$ cat src/rtl/cpu_types_pkg.sv
// Shared CPU type definitions.
// hzd_state_t sequences the pipeline through normal running, halt drain and stop.
package cpu_types_pkg;

   typedef enum logic [1:0] {
      RUN    = 2'd0,
      DRAIN  = 2'd1,
      HALTED = 2'd2
   } hzd_state_t;

endpackage

$ cat src/rtl/sat_counter.sv
// Up-counter that sticks at all-ones instead of wrapping.
module sat_counter #(
   parameter int unsigned W = 32
) (
   input  logic         CLK,
   input  logic         RST,
   input  logic         inc,
   output logic [W-1:0] count
);

   logic [W-1:0] count_q, count_d;

   always_comb begin
      count_d = count_q;
      if (inc && (count_q != {W{1'b1}})) count_d = count_q + 1'b1;
   end

   always_ff @(posedge CLK or posedge RST) begin
      if (RST) count_q <= '0;
      else     count_q <= count_d;
   end

   assign count = count_q;

endmodule

$ cat src/rtl/pipeline_hazard_ctrl.sv
// Pipeline register sequencer: WEN/flush strobes for PC and the four stage registers,
// halt drain FSM and saturating stall/flush debug counters.
module pipeline_hazard_ctrl
   import cpu_types_pkg::*;
#(
   parameter int unsigned CNT_W = 32
) (
   input  logic             CLK,
   input  logic             RST,
   input  logic             ihit,
   input  logic             dhit,
   input  logic [4:0]       ifid_rs,
   input  logic [4:0]       ifid_rt,
   input  logic             ifid_uses_rt,
   input  logic             idex_MemRead,
   input  logic [4:0]       idex_rt,
   input  logic             exmem_MemRead,
   input  logic             exmem_MemWrite,
   input  logic             redirect,
   input  logic             exmem_halt,
   input  logic             memwb_halt,
   output logic             pc_WEN,
   output logic             ifid_WEN,
   output logic             ifid_flush,
   output logic             idex_WEN,
   output logic             idex_flush,
   output logic             exmem_WEN,
   output logic             exmem_flush,
   output logic             memwb_WEN,
   output logic             memwb_flush,
   output logic             halted,
   output logic [CNT_W-1:0] stall_cycles,
   output logic [CNT_W-1:0] flush_events
);

   hzd_state_t state_q, state_d;
   logic       mem_busy, loaduse;
   logic       stall_inc, flush_inc;

   assign mem_busy = (exmem_MemRead | exmem_MemWrite) & ~dhit;
   assign loaduse  = idex_MemRead & (idex_rt != 5'd0) &
                     ((idex_rt == ifid_rs) | (ifid_uses_rt & (idex_rt == ifid_rt)));

   always_comb begin
      state_d     = state_q;
      pc_WEN      = 1'b1;
      ifid_WEN    = 1'b1;
      ifid_flush  = 1'b0;
      idex_WEN    = 1'b1;
      idex_flush  = 1'b0;
      exmem_WEN   = 1'b1;
      exmem_flush = 1'b0;
      memwb_WEN   = 1'b1;
      memwb_flush = 1'b0;
      halted      = 1'b0;
      flush_inc   = 1'b0;
      stall_inc   = 1'b0;

      if (state_q == HALTED) begin
         pc_WEN    = 1'b0;
         ifid_WEN  = 1'b0;
         idex_WEN  = 1'b0;
         exmem_WEN = 1'b0;
         memwb_WEN = 1'b0;
         halted    = 1'b1;
      end else begin
         // A frozen EX/MEM keeps redirect asserted, so it is acted on once the access completes.
         if (mem_busy) begin
            pc_WEN      = 1'b0;
            ifid_WEN    = 1'b0;
            idex_WEN    = 1'b0;
            exmem_WEN   = 1'b0;
            memwb_flush = 1'b1;
         end else if (redirect && (state_q == RUN)) begin
            ifid_flush  = 1'b1;
            idex_flush  = 1'b1;
            exmem_flush = 1'b1;
            flush_inc   = 1'b1;
         end else if (state_q == DRAIN) begin
            pc_WEN     = 1'b0;
            ifid_flush = 1'b1;
            idex_flush = 1'b1;
         end else if (loaduse) begin
            pc_WEN     = 1'b0;
            ifid_WEN   = 1'b0;
            idex_flush = 1'b1;
         end else if (!ihit) begin
            pc_WEN     = 1'b0;
            ifid_flush = 1'b1;
         end

         stall_inc = (state_q == RUN) && !pc_WEN;

         if (memwb_halt)                                        state_d = HALTED;
         else if ((state_q == RUN) && exmem_halt && !mem_busy)  state_d = DRAIN;
      end
   end

   always_ff @(posedge CLK or posedge RST) begin
      if (RST) state_q <= RUN;
      else     state_q <= state_d;
   end

   sat_counter #(.W(CNT_W)) u_stall_cnt (
      .CLK   (CLK),
      .RST   (RST),
      .inc   (stall_inc),
      .count (stall_cycles)
   );

   sat_counter #(.W(CNT_W)) u_flush_cnt (
      .CLK   (CLK),
      .RST   (RST),
      .inc   (flush_inc),
      .count (flush_events)
   );

endmodule

$ cat config.mk
export PLATFORM = sky130hd
export DESIGN_NAME = pipeline_hazard_ctrl
export DESIGN_NICKNAME = d
export VERILOG_FILES = /design/src/rtl/cpu_types_pkg.sv /design/src/rtl/sat_counter.sv /design/src/rtl/pipeline_hazard_ctrl.sv
export SDC_FILE = /design/constraint.sdc
export NUM_CORES = 1
export LEC_CHECK = 0
export CORE_ASPECT_RATIO = 0.5
export CORE_UTILIZATION = 43
export DETAILED_ROUTE_END_ITERATION = 10
export MAX_ROUTING_LAYER = met4
export PLACE_DENSITY = 0.83
export RECOVER_POWER = 25
export SLEW_MARGIN = 20
export SYNTH_ARGS = -nofsm -noshare
export SYNTH_HDL_FRONTEND = slang
export SYNTH_SLANG_ARGS = --single-unit
$ cat constraint.sdc
create_clock -name CLK -period 3.17 [get_ports CLK]
set_input_delay 0.951 -clock CLK [delete_from_list [all_inputs] [get_ports CLK]]
set_output_delay 0.951 -clock CLK [all_outputs]
set_load 0.03 [all_outputs]
==> results.md, run 1 <==
- The final layout contains 473 nets.
- The setup slack of the critical path after layout is -0.199 ns.
- Setup violations remaining at the end of the flow were counted as 4.
- The floorplan step defined a die boundary enclosing 8200 µm².
- The library cell used as clock root buffer is sky130_fd_sc_hd__clkbuf_16.
- Clock tree synthesis found a total of 66 sinks.
- The final setup skew is 0.00687 ns.
- The sequential cell area fraction in the yosys report is 49.1%.
- The launch point of the worst path is idex_rt[2].
- The number of port buffers is 99.
- The cell leakage power is 2.22 nW.
- Dividing the final minimum period by the clock period gives 106%.
- After clock tree synthesis, the clock-pin slew on the worst setup and hold paths is 0.05 ns.
- The number of global-route vias before repair is 2814.
- In this run, synthesis inferred 0 flip-flops with an integrated enable.
- After routing, the total negative slack on setup checks comes to -0.618 ns.
- The fraction of the core area covered by cells at the end of the flow is 68.1%.
- After synthesis the netlist holds a flip-flop and latch count of 66.
- The post-route DRC violation count is 0.
- Synthesis instantiated 46 different standard cells from the library.
- At the worst endpoint, the required time is 2.22 ns.
- The placer's final routability congestion estimate is 0.785.
- The finished layout holds 557 standard cells, fillers aside.
- The floorplan has 22 rows.
- The wire length of the first global-routing pass is 13800 µm.
- The total number of vias is 2825.
- The average instance area after synthesis is 10.7 µm².
- The synthesized netlist cell count is 314.
- After global routing the overflow that remains totals 0.
- Entering global routing, the biggest net connects 67 pins.
- The final period demand of the worst path is 3.37 ns.
- The peak fanout along the critical path is 2.
- The worst min-delay path category is register to register.
- The chip height is 64.5 µm.
- The total nets after synthesis is 342.
- The I/O pin count is 100.
- After detailed routing, the average wire length per cell comes to 14.9 µm.
- The share of the synthesized area in the top cell type is 49.1%.
- STA classifies the critical path startpoint as an input port.
- By count the netlist is led by sky130_fd_sc_hd__dfrtp_1, sky130_fd_sc_hd__xnor2_1, sky130_fd_sc_hd__nand3_1.
- Counting the buffers created by CTS gives 9.
- After floorplanning, the core was sized to cover 7460 µm².
- Yosys attributes the largest share of cell area to sky130_fd_sc_hd__dfrtp_1, sky130_fd_sc_hd__xnor2_1, sky130_fd_sc_hd__nand3_1, sky130_fd_sc_hd__and3_1, sky130_fd_sc_hd__nand4_1.
- The total wire length after detailed routing is 8290 µm.
- The number of cells in the design after placement is 536.
- The overall die width is 127 µm.
- The overall fraction of global-route tracks in use is 22.7%.
- The number of hold buffers added after cts is 0.
- The normalized max-slew margin is -6.23%.
- The final reports fail on capacitance limit, slew limit, setup timing.
- The count of yosys warnings during synthesis is 0.
- Dividing the detail-routed via count by the number of cells gives 5.07.
- The repair_antennas step left the layout with diodes totalling 0.
- The area growth from synthesis to layout is 51.1%.
- The worst voltage drop across the vdd grid is 267 µV.
- The areal power density over the cells is 390 nW/µm².
- The final max-slew violation count was 67.
- The cell area that synthesis handed to floorplanning was 3360 µm².
- The detailed-router iteration count before antenna repair is 4.
- Summing all placed instances gives a cell area of 4670 µm².
- Of all flip-flops after synthesis, the portion carrying an async set or reset was 100%.
- The number of antenna-violating nets in the routed design is 0.
- The startpoint identified for the worst register-to-register timing path is u_stall_cnt.count[0].
- OpenSTA, run right after detailed placement, puts the worst setup slack at -0.623 ns.
- Setup slack on the worst reg-to-reg path comes out at 0.93 ns.
- The count of H-tree levels built during CTS is 3.
- The initial core utilization is 45.1%.
- The longest clock path from root to sink contains 2 buffers.
- Across the run, the number of max-cap violations was 1.
- The most common flop cell mapped by yosys is sky130_fd_sc_hd__dfrtp_1.
- The layout cell share with drive strength beyond 1 is 19.2%.
- The number of failing hold endpoints at the final stage is 0.
- The total non-filler cell area in the finished layout is 5080 µm².
- The run finished, with violations left.
- The first routing iteration left 99 violations.
- The maximum clock rate is 0.297 GHz.
- The startpoint identified for the worst hold timing path is u_flush_cnt.count[14].
- The kind of critical path is input port to output port.
- The clock latency on the worst-skew pair is 0.33 ns.
- The most common cell in the synthesized netlist is sky130_fd_sc_hd__dfrtp_1.
- Setup repair after global routing could not meet its margin everywhere.
- The worst setup path is captured at an output port.
- TritonCTS built the clock tree.
- The hold slack is 0.490 ns.
- The HPWL after detailed placement is 5510 µm.
- For the worst setup path, the data arrival time is 2.42 ns.
- The number of antenna violations at the first check in global routing is 0.
- The top cell type by total area after synthesis is sky130_fd_sc_hd__dfrtp_1.
- The overall power after layout is 1.98 mW.
- The measured slew at the worst slew-check pin is 1.59 ns.
==> cell families after synthesis <==
logic type               share of synthesized area [%]
AND/OR/NAND/NOR                                   25.4
XOR/XNOR                                          18.0
flip-flops                                        49.1
AO/OA/AOI/OAI                                     3.61
buffers and inverters                             2.49
multiplexers                                     0.670
adder cells (fa/ha/maj)                          0.744
==> where the power goes <==
group	internal (mW)	switching [mW]	leakage (nW)
Clock	0.666	0.339	0.152
Combinational	0.0596	0.0615	1.16
Sequential	0.849	0.00638	0.915
Total	1.57	0.407	2.22
==> critical path, stage by stage <==
cell	delay [ns]
sky130_fd_sc_hd__buf_6	0.09
sky130_fd_sc_hd__buf_6	0.11
sky130_fd_sc_hd__xor2_2	0.13
sky130_fd_sc_hd__nor4_2	0.29
sky130_fd_sc_hd__and3_4	0.25
sky130_fd_sc_hd__o21bai_4	0.07
sky130_fd_sc_hd__inv_2	0.08
sky130_fd_sc_hd__a21oi_4	0.06
sky130_fd_sc_hd__buf_4	0.15
sky130_fd_sc_hd__buf_6	0.10
sky130_fd_sc_hd__buf_6	0.12
==> layer usage <==
metal,up-vias,track usage (%),part of all wire [%]
li1,1375,-,-
met1,1373,27.1,44
met2,59,36.2,50
met3,18,6.77,3.8
met4,0,9.67,2.1
met5,-,-,0
==> final timing paths <==
| kind | to | depth (start not counted) |
|---|---|---|
| setup reg to reg | u_stall_cnt.count[28] | 7 |
| min in group asynchronous | u_stall_cnt.count[0] | 3 |
| setup / recovery | ifid_WEN | 11 |
| hold / removal | u_flush_cnt.count[14] | 1 |
| hold reg to reg | u_flush_cnt.count[14] | 1 |
| max in group asynchronous | u_flush_cnt.count[30] | 3 |
==> sequential cells by signal, indices dropped and copies added (netlist names) <==
signal,cells
u_flush_cnt.count,32
state_q,2
u_stall_cnt.count,32
==> cell usage in the layout (no fill, tap or decap), drive strengths merged, types with 2 or more instances in the layout <==
master / netlist / final
and4: 9 / 9
a31oi: 2 / 2
nor4: 2 / 2
o21ai: 3 / 3
clkbuf: 3 / 14
ha: 2 / 2
buf: 5 / 40
nand2: 20 / 20
dlygate4sd2: 0 / 11
a211oi: 2 / 2
inv: 8 / 7
nand4: 20 / 20
xor2: 13 / 13
and2: 4 / 4
clkinv: 0 / 2
nor2: 16 / 16
nand3: 32 / 32
dfrtp: 66 / 66
nor3: 5 / 5
mux2: 2 / 2
clkdlybuf4s50: 0 / 74
or2: 2 / 2
and3: 24 / 24
a21oi: 5 / 5
xnor2: 56 / 56
==> area by class of cell <==
cell class              instances  area, µm²
fillers                       573       2380
multi-input cells             232       1730
flip-flops and latches         66       1650
repair buffers                128       1220
clock buffers                  13        270
well taps                     108        135
clock inverters                 2       35.0
inverters                       8       30.0
==> what timing repair did <==
item	4_1_cts	5_1_grt
gates resized for setup	61	4
hold endpoints to repair	0	0
pin swaps	16	5
setup endpoints to repair	7	4
setup buffers	6	1
(Power assumes the default switching activity.)
==> run 2, diff against run 1 <==
==> constraint.sdc (replaced) <==
create_clock -name CLK -period 3.17 [get_ports CLK]
set_input_delay 0.4755 -clock CLK [delete_from_list [all_inputs] [get_ports CLK]]
set_output_delay 0.4755 -clock CLK [all_outputs]
set_load 0.03 [all_outputs]
==> results.md, run 2 (synthesis results as in run 1) <==
- The largest net degree at the start of global routing was 35 (was 67).
- The HPWL reported at the end of detailed placement is 5360 µm (was 5510 µm).
- The setup slack of the critical path after layout was 0.254 ns (was -0.199 ns).
- RSZ-0062 raised after global routing: false (was true).
- The number of hold buffers added after cts is 0 (unchanged).
- The number of antenna-violating nets in the routed design is 0 (unchanged).
- The master of the slowest instance on the critical path was sky130_fd_sc_hd__or4_1 (was sky130_fd_sc_hd__nor4_2).
- The largest delay contributor family on the critical path was buffers and inverters (unchanged).
- The post-route DRC violation count is 0 (unchanged).
- The placer's final routability congestion estimate came to 0.795 (was 0.785).
- The layout cell share with drive strength beyond 1 is 8.73% (was 19.2%).
- The maximum number of buffers from clock root to sink came to 2 (unchanged).
- Run status: complete, no violations (was finished, violations left).
- The hold slack was 0.482 ns (was 0.490 ns).
- The count of instances resized after the clock tree is built came to 0 (was 61).
- The routed wirelength normalized by instance count is 13.9 µm (was 14.9 µm).
- The pre-CTS worst setup slack is 0.0954 ns (was -0.623 ns).
- The worst min-delay path category is register to register (unchanged).
- The die area is 8200 µm² (unchanged).
- The endpoint arrival time on the critical path is 2.44 ns (was 2.42 ns).
- The I/O pin count is 100 (unchanged).
- The number of sinks driven by the clock tree came to 66 (unchanged).
- The measured slew at the worst slew-check pin was 1.23 ns (was 1.59 ns).
- Sequence of cells on the critical path: clkdlybuf4s50_1, or4_1, o21ai_1, o21bai_1, inv_1, a21oi_1, a21boi_1, buf_4 (was buf_6, buf_6, xor2_2, nor4_2, and3_4, o21bai_4, inv_2, a21oi_4, buf_4, buf_6, buf_6).
- The number of buffers inserted by post-CTS setup repair is 0 (was 6).
- The per-cell via count in the routed design was 5.04 (was 5.07).
- The number of global-route vias before repair is 2555 (was 2814).
- The peak fanout along the critical path is 3 (was 2).
- The total setup violations reported at the end of the flow is 0 (was 4).
- The normalized max-slew margin is 18.1% (was -6.23%).
- The worst endpoint required time is 2.69 ns (was 2.22 ns).
- The maximum clock rate was 0.343 GHz (was 0.297 GHz).
- The total core area came to 7460 µm² (unchanged).
- The antenna diode count is 0 (unchanged).
- The total wire length after detailed routing is 7380 µm (was 8290 µm).
- The number of maximum-capacitance violations is 0 (was 1).
- The kind of critical path is input port to output port (unchanged).
- The count of nets after finishing is 447 (was 473).
- The final worst-path cycle share came to 92.0% (was 106%).
- The overall power after layout is 1.95 mW (was 1.98 mW).
- The number of port buffers was 99 (unchanged).
- The final period demand of the worst path is 2.92 ns (was 3.37 ns).
- The clock latency on the worst-skew pair is 0.33 ns (about the same).
- The cell row count is 22 (unchanged).
- The clock slew seen by the registers of the worst setup and hold paths is 0.06 ns (was 0.05 ns).
- The total number of vias is 2679 (was 2825).
- The cell leakage power was 2.06 nW (was 2.22 nW).
- The element type at the critical path end is an output port (unchanged).
- The residual overflow from global routing is 0 (unchanged).
- The overall fraction of global-route tracks in use came to 19.5% (was 22.7%).
- The clock tree from TritonCTS is done (unchanged).
- The final max-slew violation count is 0 (was 67).
- The library cell used as clock root buffer is sky130_fd_sc_hd__clkbuf_16 (unchanged).
- The number of buffers created by CTS is 9 (unchanged).
- The buffers plus inverters on the worst setup path is 3 (was 6).
- The commonest non-fill, non-tap cell in the layout was sky130_fd_sc_hd__clkdlybuf4s50_1 (unchanged).
- The overall die width came to 127 µm (unchanged).
- The final setup skew is 0.00667 ns (was 0.00687 ns).
- The areal power density over the cells is 410 nW/µm² (was 390 nW/µm²).
- The final total negative setup slack is 0 ns (was -0.618 ns).
- The number of antenna violations at the first check in global routing was 0 (unchanged).
- The count of routing violations after the opening detailed-route iteration is 123 (was 99).
- The area growth from synthesis to layout is 41.4% (was 51.1%).
- The delay of the slowest cell on the worst path was 0.54 ns (was 0.29 ns).
- Most frequent cells in the layout: sky130_fd_sc_hd__clkdlybuf4s50_1, sky130_fd_sc_hd__dfrtp_1, sky130_fd_sc_hd__xnor2_1, sky130_fd_sc_hd__nand3_1, sky130_fd_sc_hd__and3_1 (was sky130_fd_sc_hd__clkdlybuf4s50_1, sky130_fd_sc_hd__dfrtp_1, sky130_fd_sc_hd__xnor2_1, sky130_fd_sc_hd__nand3_1, sky130_fd_sc_hd__buf_4).
- The element type at the critical path start was an input port (unchanged).
- The count of H-tree levels built during CTS came to 3 (unchanged).
- The detailed-router iteration count before antenna repair is 5 (was 4).
- The initial core utilization is 45.1% (unchanged).
- The worst voltage drop across the vdd grid is 317 µV (was 267 µV).
- The chip height came to 64.5 µm (unchanged).
- The wire length of the first global-routing pass was 12300 µm (was 13800 µm).
- The number of failing hold endpoints at the final stage came to 0 (unchanged).
==> run 2: cell type report <==
cell class	count	area [µm²]
Clock buffer	11	253
Clock inverter	5	52.6
Fill cell	598	2710
Inverter	8	30.0
Multi-Input combinational cell	232	1630
Sequential cell	66	1650
Tap cell	108	135
Timing Repair Buffer	102	1010
==> run 2: through the flow <==
step                utilization, %  cell area, µm²  std cells
floorplan                        -            3360        314
global placement              59.8            4460        516
detailed placement            59.8            4460        516
CTS                           63.9            4770        532
global route                  63.7            4750        532
finish                        63.7            4750        532
==> run 2: power breakdown <==
group / leakage, nW / switching, mW / internal (mW) / total (mW)
sequential: 0.915 / 0.00671 / 0.848 / 0.855
combinational: 0.997 / 0.0497 / 0.0507 / 0.100
clock: 0.151 / 0.349 / 0.646 / 0.995
==> run 2: routing by layer <==
layer,up-vias,global-route usage (%),share of wire [%]
li1,1317,-,-
met1,1322,24.4,47
met2,33,32.2,50
met3,7,4.46,2.2
met4,0,5.80,0.88
met5,-,-,0
==> run 2: worst reg2reg max path, delay by kind of cell, from the launching register on <==
family	cells	cell delay [ns]
and+or+nand+nor	5	1.77
DFF	1	0.42
adders and majority gates	1	0.22
xor gates and xnor gates	1	0.20
==> run 2: path summary, 6_finish.rpt <==
check | from | to | slack [ns] | cells past startpoint
max reg2reg | u_stall_cnt.count[0] | u_stall_cnt.count[25] | 0.43 | 7
min reg2reg | u_flush_cnt.count[10] | u_flush_cnt.count[10] | 0.48 | 1
max in group asynchronous | RST | u_flush_cnt.count[27] | 0.82 | 3
min in group asynchronous | RST | u_stall_cnt.count[0] | 0.93 | 2
max | idex_rt[1] | ifid_flush | 0.25 | 8
min | u_flush_cnt.count[10] | u_flush_cnt.count[10] | 0.48 | 1
